--- config.mk ---
export PLATFORM = sky130hd
export DESIGN_NAME = bram_port_arbiter
export DESIGN_NICKNAME = d
export VERILOG_FILES = /design/src/rtl/bram_arb_pkg.sv /design/src/rtl/rr_arbiter_2.sv /design/src/rtl/bram_port_arbiter.sv
export SDC_FILE = /design/constraint.sdc
export NUM_CORES = 1
export LEC_CHECK = 0
export CAP_MARGIN = 10
export CORE_UTILIZATION = 32
export CTS_BUF_LIST = sky130_fd_sc_hd__clkbuf_2 sky130_fd_sc_hd__clkbuf_4 sky130_fd_sc_hd__clkbuf_8
export DETAILED_ROUTE_END_ITERATION = 7
export PLACE_DENSITY = 0.79
export REMOVE_ABC_BUFFERS = 1
export SLEW_MARGIN = 20
export SYNTH_ARGS = -nofsm -noshare
export SYNTH_HDL_FRONTEND = slang
export SYNTH_HIERARCHICAL = 1
export SYNTH_SLANG_ARGS = --single-unit
export TNS_END_PERCENT = 5
--- constraint.sdc ---
create_clock -name clk -period 1.9 [get_ports clk]
set_input_delay 0.19 -clock clk [delete_from_list [all_inputs] [get_ports clk]]
set_output_delay 0.19 -clock clk [all_outputs]
set_load 0.01 [all_outputs]
--- src/rtl/bram_arb_pkg.sv ---
// Shared types and helpers for the two-port BRAM arbiter.
//   state_t  : access sequencer states (IDLE accepts, WAIT counts latency, RESP captures data)
//   pick_t   : result of a round-robin pick (valid flag + winning port index)
//   rr_pick  : combinational two-way round-robin selection
package bram_arb_pkg;

    localparam int NUM_PORTS = 2;

    typedef enum logic [1:0] {
        IDLE = 2'd0,
        WAIT = 2'd1,
        RESP = 2'd2
    } state_t;

    typedef struct packed {
        logic valid;
        logic idx;
    } pick_t;

    // A lone requester always wins; under contention the port named by prio wins.
    function automatic pick_t rr_pick(input logic [NUM_PORTS-1:0] req, input logic prio);
        pick_t p;
        p.valid = |req;
        if (req[0] && req[1]) begin
            p.idx = prio;
        end else begin
            p.idx = req[1];
        end
        return p;
    endfunction

endpackage

--- src/rtl/rr_arbiter_2.sv ---
// Two-port round-robin arbiter with its priority register.
//   clk, rst    : clock, synchronous active-high reset (prio returns to port 0)
//   req         : per-port request
//   issue_en    : grants may be issued this cycle
//   gnt         : one-hot grant, combinational
//   winner      : index of the winning port
//   grant_valid : a grant is issued this cycle
module rr_arbiter_2
    import bram_arb_pkg::*;
(
    input  logic                 clk,
    input  logic                 rst,
    input  logic [NUM_PORTS-1:0] req,
    input  logic                 issue_en,
    output logic [NUM_PORTS-1:0] gnt,
    output logic                 winner,
    output logic                 grant_valid
);

    logic  prio_reg;
    logic  prio_next;
    pick_t pick;

    assign pick        = rr_pick(req, prio_reg);
    assign grant_valid = issue_en && pick.valid;
    assign winner      = pick.idx;

    genvar gi;
    generate
        for (gi = 0; gi < NUM_PORTS; gi++) begin : g_gnt
            assign gnt[gi] = grant_valid && (pick.idx == 1'(gi));
        end
    endgenerate

    // The port just served loses priority to the other one.
    assign prio_next = grant_valid ? ~pick.idx : prio_reg;

    always_ff @(posedge clk) begin
        if (rst) begin
            prio_reg <= 1'b0;
        end else begin
            prio_reg <= prio_next;
        end
    end

endmodule

--- src/rtl/bram_port_arbiter.sv ---
// Shares one single-port BRAM with fixed read latency between two requesters.
//   clk, rst               : clock, synchronous active-high reset
//   req_i, we_i            : per-port request / write enable (held until granted)
//   addr0_i/1_i, wdata0_i/1_i : per-port address and write data
//   gnt_o                  : one-hot combinational grant, high in the issue cycle
//   rvalid_o, rdata_o      : registered read return; rvalid_o pulses for one cycle
//   busy_o                 : a read is in flight
//   bram_*                 : BRAM interface (en/we/addr/din, dout READ_LATENCY cycles after en)
// Writes complete in the grant cycle; a read blocks further grants until its data
// has been captured. READ_LATENCY must lie in 1..7.
module bram_port_arbiter
    import bram_arb_pkg::*;
#(
    parameter int READ_LATENCY = 3,
    parameter int ADDR_WIDTH   = 15,
    parameter int DATA_WIDTH   = 32
) (
    input  logic                  clk,
    input  logic                  rst,
    input  logic [NUM_PORTS-1:0]  req_i,
    input  logic [NUM_PORTS-1:0]  we_i,
    input  logic [ADDR_WIDTH-1:0] addr0_i,
    input  logic [ADDR_WIDTH-1:0] addr1_i,
    input  logic [DATA_WIDTH-1:0] wdata0_i,
    input  logic [DATA_WIDTH-1:0] wdata1_i,
    output logic [NUM_PORTS-1:0]  gnt_o,
    output logic [NUM_PORTS-1:0]  rvalid_o,
    output logic [DATA_WIDTH-1:0] rdata_o,
    output logic                  busy_o,
    output logic                  bram_en_o,
    output logic                  bram_we_o,
    output logic [ADDR_WIDTH-1:0] bram_addr_o,
    output logic [DATA_WIDTH-1:0] bram_din_o,
    input  logic [DATA_WIDTH-1:0] bram_dout_i
);

    // WAIT starts at cnt=1 in the cycle after the grant; leaving at READ_LATENCY-1
    // puts RESP exactly on the cycle bram_dout_i is valid.
    localparam logic [2:0] LAST_CNT = 3'(READ_LATENCY - 1);

    state_t                state_reg,  state_next;
    logic [2:0]            cnt_reg,    cnt_next;
    logic                  owner_reg,  owner_next;
    logic [ADDR_WIDTH-1:0] addr_reg,   addr_next;
    logic [NUM_PORTS-1:0]  rvalid_reg, rvalid_next;
    logic [DATA_WIDTH-1:0] rdata_reg,  rdata_next;

    logic                  issue_en;
    logic                  grant_valid;
    logic                  winner;
    logic [ADDR_WIDTH-1:0] win_addr;
    logic [DATA_WIDTH-1:0] win_data;

    assign issue_en = (state_reg == IDLE) && !rst;

    rr_arbiter_2 u_arb (
        .clk         (clk),
        .rst         (rst),
        .req         (req_i),
        .issue_en    (issue_en),
        .gnt         (gnt_o),
        .winner      (winner),
        .grant_valid (grant_valid)
    );

    assign win_addr = winner ? addr1_i  : addr0_i;
    assign win_data = winner ? wdata1_i : wdata0_i;

    always_comb begin
        state_next  = state_reg;
        cnt_next    = cnt_reg;
        owner_next  = owner_reg;
        addr_next   = addr_reg;
        rvalid_next = '0;
        rdata_next  = rdata_reg;
        bram_en_o   = 1'b0;
        bram_we_o   = 1'b0;
        bram_addr_o = addr0_i;
        bram_din_o  = wdata0_i;

        if (!rst) begin
            case (state_reg)
                IDLE: begin
                    if (grant_valid) begin
                        bram_en_o   = 1'b1;
                        bram_we_o   = we_i[winner];
                        bram_addr_o = win_addr;
                        bram_din_o  = win_data;
                        owner_next  = winner;
                        addr_next   = win_addr;
                        if (!we_i[winner]) begin
                            cnt_next   = 3'd1;
                            state_next = (READ_LATENCY == 1) ? RESP : WAIT;
                        end
                    end
                end
                WAIT: begin
                    bram_en_o   = 1'b1;
                    bram_addr_o = addr_reg;
                    cnt_next    = cnt_reg + 3'd1;
                    if (cnt_reg == LAST_CNT) begin
                        state_next = RESP;
                    end
                end
                RESP: begin
                    bram_addr_o             = addr_reg;
                    rdata_next              = bram_dout_i;
                    rvalid_next[owner_reg]  = 1'b1;
                    state_next              = IDLE;
                end
                default: begin
                    state_next = IDLE;
                end
            endcase
        end
    end

    always_ff @(posedge clk) begin
        if (rst) begin
            state_reg  <= IDLE;
            cnt_reg    <= 3'd0;
            owner_reg  <= 1'b0;
            addr_reg   <= '0;
            rvalid_reg <= '0;
            rdata_reg  <= '0;
        end else begin
            state_reg  <= state_next;
            cnt_reg    <= cnt_next;
            owner_reg  <= owner_next;
            addr_reg   <= addr_next;
            rvalid_reg <= rvalid_next;
            rdata_reg  <= rdata_next;
        end
    end

    assign rvalid_o = rvalid_reg;
    assign rdata_o  = rdata_reg;
    assign busy_o   = (state_reg == WAIT) || (state_reg == RESP);

endmodule

==> qor.csv <==
metric,value,unit
io_pins,218,
drv_cap,0,
crit_arrival,2.06,ns
largest_reg_flops,32,
cts_buffer_depth,2,
cp_slowest_cell,dfxtp_2,
synth_xor_area_frac,0,
slew_headroom,0.5917,
crit_path_start_kind,register,
cts_buffers,5,
synth-compound-area-share,0.1102,
final_util,0.6451,
syn_area,0.002985,mm²
syn_area_per_cell,8.885,µm²
ys_seq_area_frac,0.3755,
clkPwrFrac,0.148,
p_leak,2.358,nW
cp_common_cell,buf_6,
num_vias,3380,
final_area,0.005736,mm²
clk_pin_slew,0.10,ns
final_cell_mix,"clkdlybuf4s50_1, nor2_1, dfxtp_1",
crit_required,1.71,ns
p_switching,0.001722,W
status,"finished, violations left",
rr_endpoint,cnt_reg[1],
rows,34,
die_w,98.59,µm
hold_depth,3,
core_area,0.008891,mm²
ir_drop,0.0003759,V
routed_wl,10590,µm
violations,setup timing,
rrSetupSlack,0.04,ns
reg2reg_from,u_arb/prio_reg,
internal_power,0.003122,W
cts_tree,yes,
holdBufCountCts,0,
synth_top_family_by_area,multiplexers,
drt_iter0_markers,101,
max_freq,0.4436,GHz
worstSetupEndpointType,output pin,
hp-class,input pin to register,
setup_tns,-13.04,ns
numPortBuffers,217,
synthAdderAreaFrac,0.02934,
grt_pass1_wl,16620,µm
cp_max_fo,8,
antenna_found_initial,0,
root_buffer,clkbuf_8,
syn2layout_area_growth,92.12,%
netlist_instances,336,
die_area,0.009720,mm²
synthMuxAreaShare,0.2904,
seq_power_share,0.306,
synth_simple_gate_area_frac,0.1471,
timing.final.hold_violations,0,
powerDensity,844.6,mW/mm²
dp_hpwl,7896,µm
mostFrequentLayoutCell,clkdlybuf4s50_1,
crit_type,register to output pin,
r2r_cells,8,
post-route-period-util,1.186,
grt_max_degree,58,
sw_frac_of_total,0.3555,
ant_nets,0,
via_per_inst,4.863,
final_nets,725,
holdPathEnd,u_arb/prio_reg,
start_util,0.3358,
clk_latency,0.32,ns
yosys_warnings,6,
fillers,752,
cpPeakStageDelay,0.34,ns
antenna_cells,0,
grt-ovfl-total,0,
synth.distinct_cells,33,
min_from,req_i[0],
drc,0,
ys_seq_elements,56,
path_cells,inv_2 > ha_4 > and2b_1 > o21a_4 > nand3_4 > buf_16 > buf_6 > mux2_4 > buf_6,
rsz0062_at_grt,true,
crit_family,buffers and inverters,
htreeDepth,2,
clock_sinks,56,
slew_violations,0,
setup_slack,-0.3543,ns
place.gp.congestion,0.8088,
grt_pass1_vias,3519,
worstMarginPinSlew,0.6124,ns
finalSetupViolCount,48,
die_h,98.59,µm
grt_use_total,0.2161,
fin_worst_skew,0.01042,ns
drt_pre_antenna_iters,5,
p_comb_frac,0.546,
path_buf_inv,4,
place_area,0.005534,mm²
drive_gt1_frac,0.2947,
fin_crit,2.254,ns
routedWlPerCell,15.24,µm
[synthesized netlist by cell type, drive strengths merged]
| cell type | instances | share of area |
|---|---|---|
| nor2 | 68 | 0.085 |
| dfxtp | 56 | 0.38 |
| mux2i | 48 | 0.16 |
| a21oi | 34 | 0.057 |
| mux2 | 34 | 0.13 |
| nand2 | 20 | 0.025 |
| o21ai | 17 | 0.028 |
| clkbuf | 13 | 0.016 |
| buf | 10 | 0.023 |
| ha | 7 | 0.029 |
| inv | 6 | 0.0075 |
| nand2b | 3 | 0.0063 |
| and3 | 2 | 0.0046 |
| nor3 | 2 | 0.0034 |
| o21a | 2 | 0.0050 |
| or2 | 2 | 0.0042 |
| a221oi | 1 | 0.0088 |
| a311oi | 1 | 0.0029 |
| and2 | 1 | 0.0021 |
| and2b | 1 | 0.0025 |
| and3b | 1 | 0.0029 |
| nand3 | 1 | 0.0034 |
| nand3b | 1 | 0.0025 |
| nor2b | 1 | 0.0021 |
| nor3b | 1 | 0.0025 |
| o211ai | 1 | 0.0025 |
| o22ai | 1 | 0.0021 |
| o32a | 1 | 0.0034 |
[metal layers]
metal / vias to the layer above / track usage / share of wire / routed length (µm)
li1: 1648 / - / - / -
met1: 1584 / 0.2342 / 0.37 / 3936
met2: 129 / 0.4150 / 0.55 / 5797
met3: 19 / 0.04397 / 0.061 / 646
met4: 0 / 0.07463 / 0.020 / 212
met5: - / 0 / 0 / 0
[repair_timing]
action                                  4_1_cts  5_1_grt
endpoints found under the setup margin       53       53
cloned                                        4        0
buffers inserted                              6        1
resized for setup                           237       47
pin swaps                                     4        3
[worst max-delay path by stage]
stage / startpoint / to / slack [ns] / cells after the start
after floorplan: u_arb/prio_reg / bram_din_o[0] / -0.56 / 4
after global placement: req_i[0] / bram_addr_o[4] / -0.50 / 9
after detailed placement: req_i[0] / bram_addr_o[8] / -0.56 / 9
after CTS: state_reg[1] / bram_din_o[0] / -0.38 / 9
after global routing: state_reg[1] / bram_din_o[31] / -0.44 / 9
final: state_reg[1] / bram_din_o[31] / -0.35 / 9
[layout make-up]
cell class / count / area (µm²) / share of cell area
Timing Repair Buffer: 266 / 2522 / 0.4398
Multi-Input combinational cell: 251 / 1828 / 0.3187
Sequential cell: 56 / 1125 / 0.1961
Tap cell: 108 / 135.1 / 0.02356
Clock buffer: 5 / 68.82 / 0.01200
Clock inverter: 3 / 33.78 / 0.005890
Inverter: 6 / 22.52 / 0.003927
[worst register-to-register path: cells and delay by family (launching register included)]
kind,cells,cell delay [ns]
flip-flops,1,0.33
AO/OA/AOI/OAI,2,0.47
multiplexers,1,0.32
buffers and inverters,2,0.28
AND/OR/NAND/NOR,3,0.40
[power by group through the flow]
stage | sequential [W] | clock (W) | combinational (W)
after floorplan | 0.00155 | 0 | 0.00105
after global placement | 0.00149 | 0 | 0.00246
after detailed placement | 0.00150 | 0 | 0.00251
after CTS | 0.00148 | 0.000740 | 0.00256
after global routing | 0.00150 | 0.000777 | 0.00286
final | 0.00148 | 0.000716 | 0.00265
[logic make-up after synthesis]
| group | Yosys count |
|---|---|
| AO/OA/AOI/OAI | 58 |
| adder cells (fa/ha/maj) | 7 |
| buffers and inverters | 29 |
| flip-flops | 56 |
| multiplexers | 82 |
| AND/OR/NAND/NOR | 104 |
[through the flow]
| stage | hold slack, ns | instances | power (W) | worst slack, ns |
|---|---|---|---|---|
| global route | 0.4106 | 695 | 0.005139 | -0.4404 |
| finish | 0.3891 | 695 | 0.004844 | -0.3543 |
| CTS | 0.3876 | 696 | 0.004785 | -0.3842 |
| global placement | 0.4302 | 678 | 0.003954 | -0.5026 |
| floorplan | 0.2591 | 313 | 0.002592 | -0.5577 |
| detailed placement | 0.4374 | 678 | 0.004015 | -0.5639 |
No activity file was read; power rests on OpenSTA's default activity.
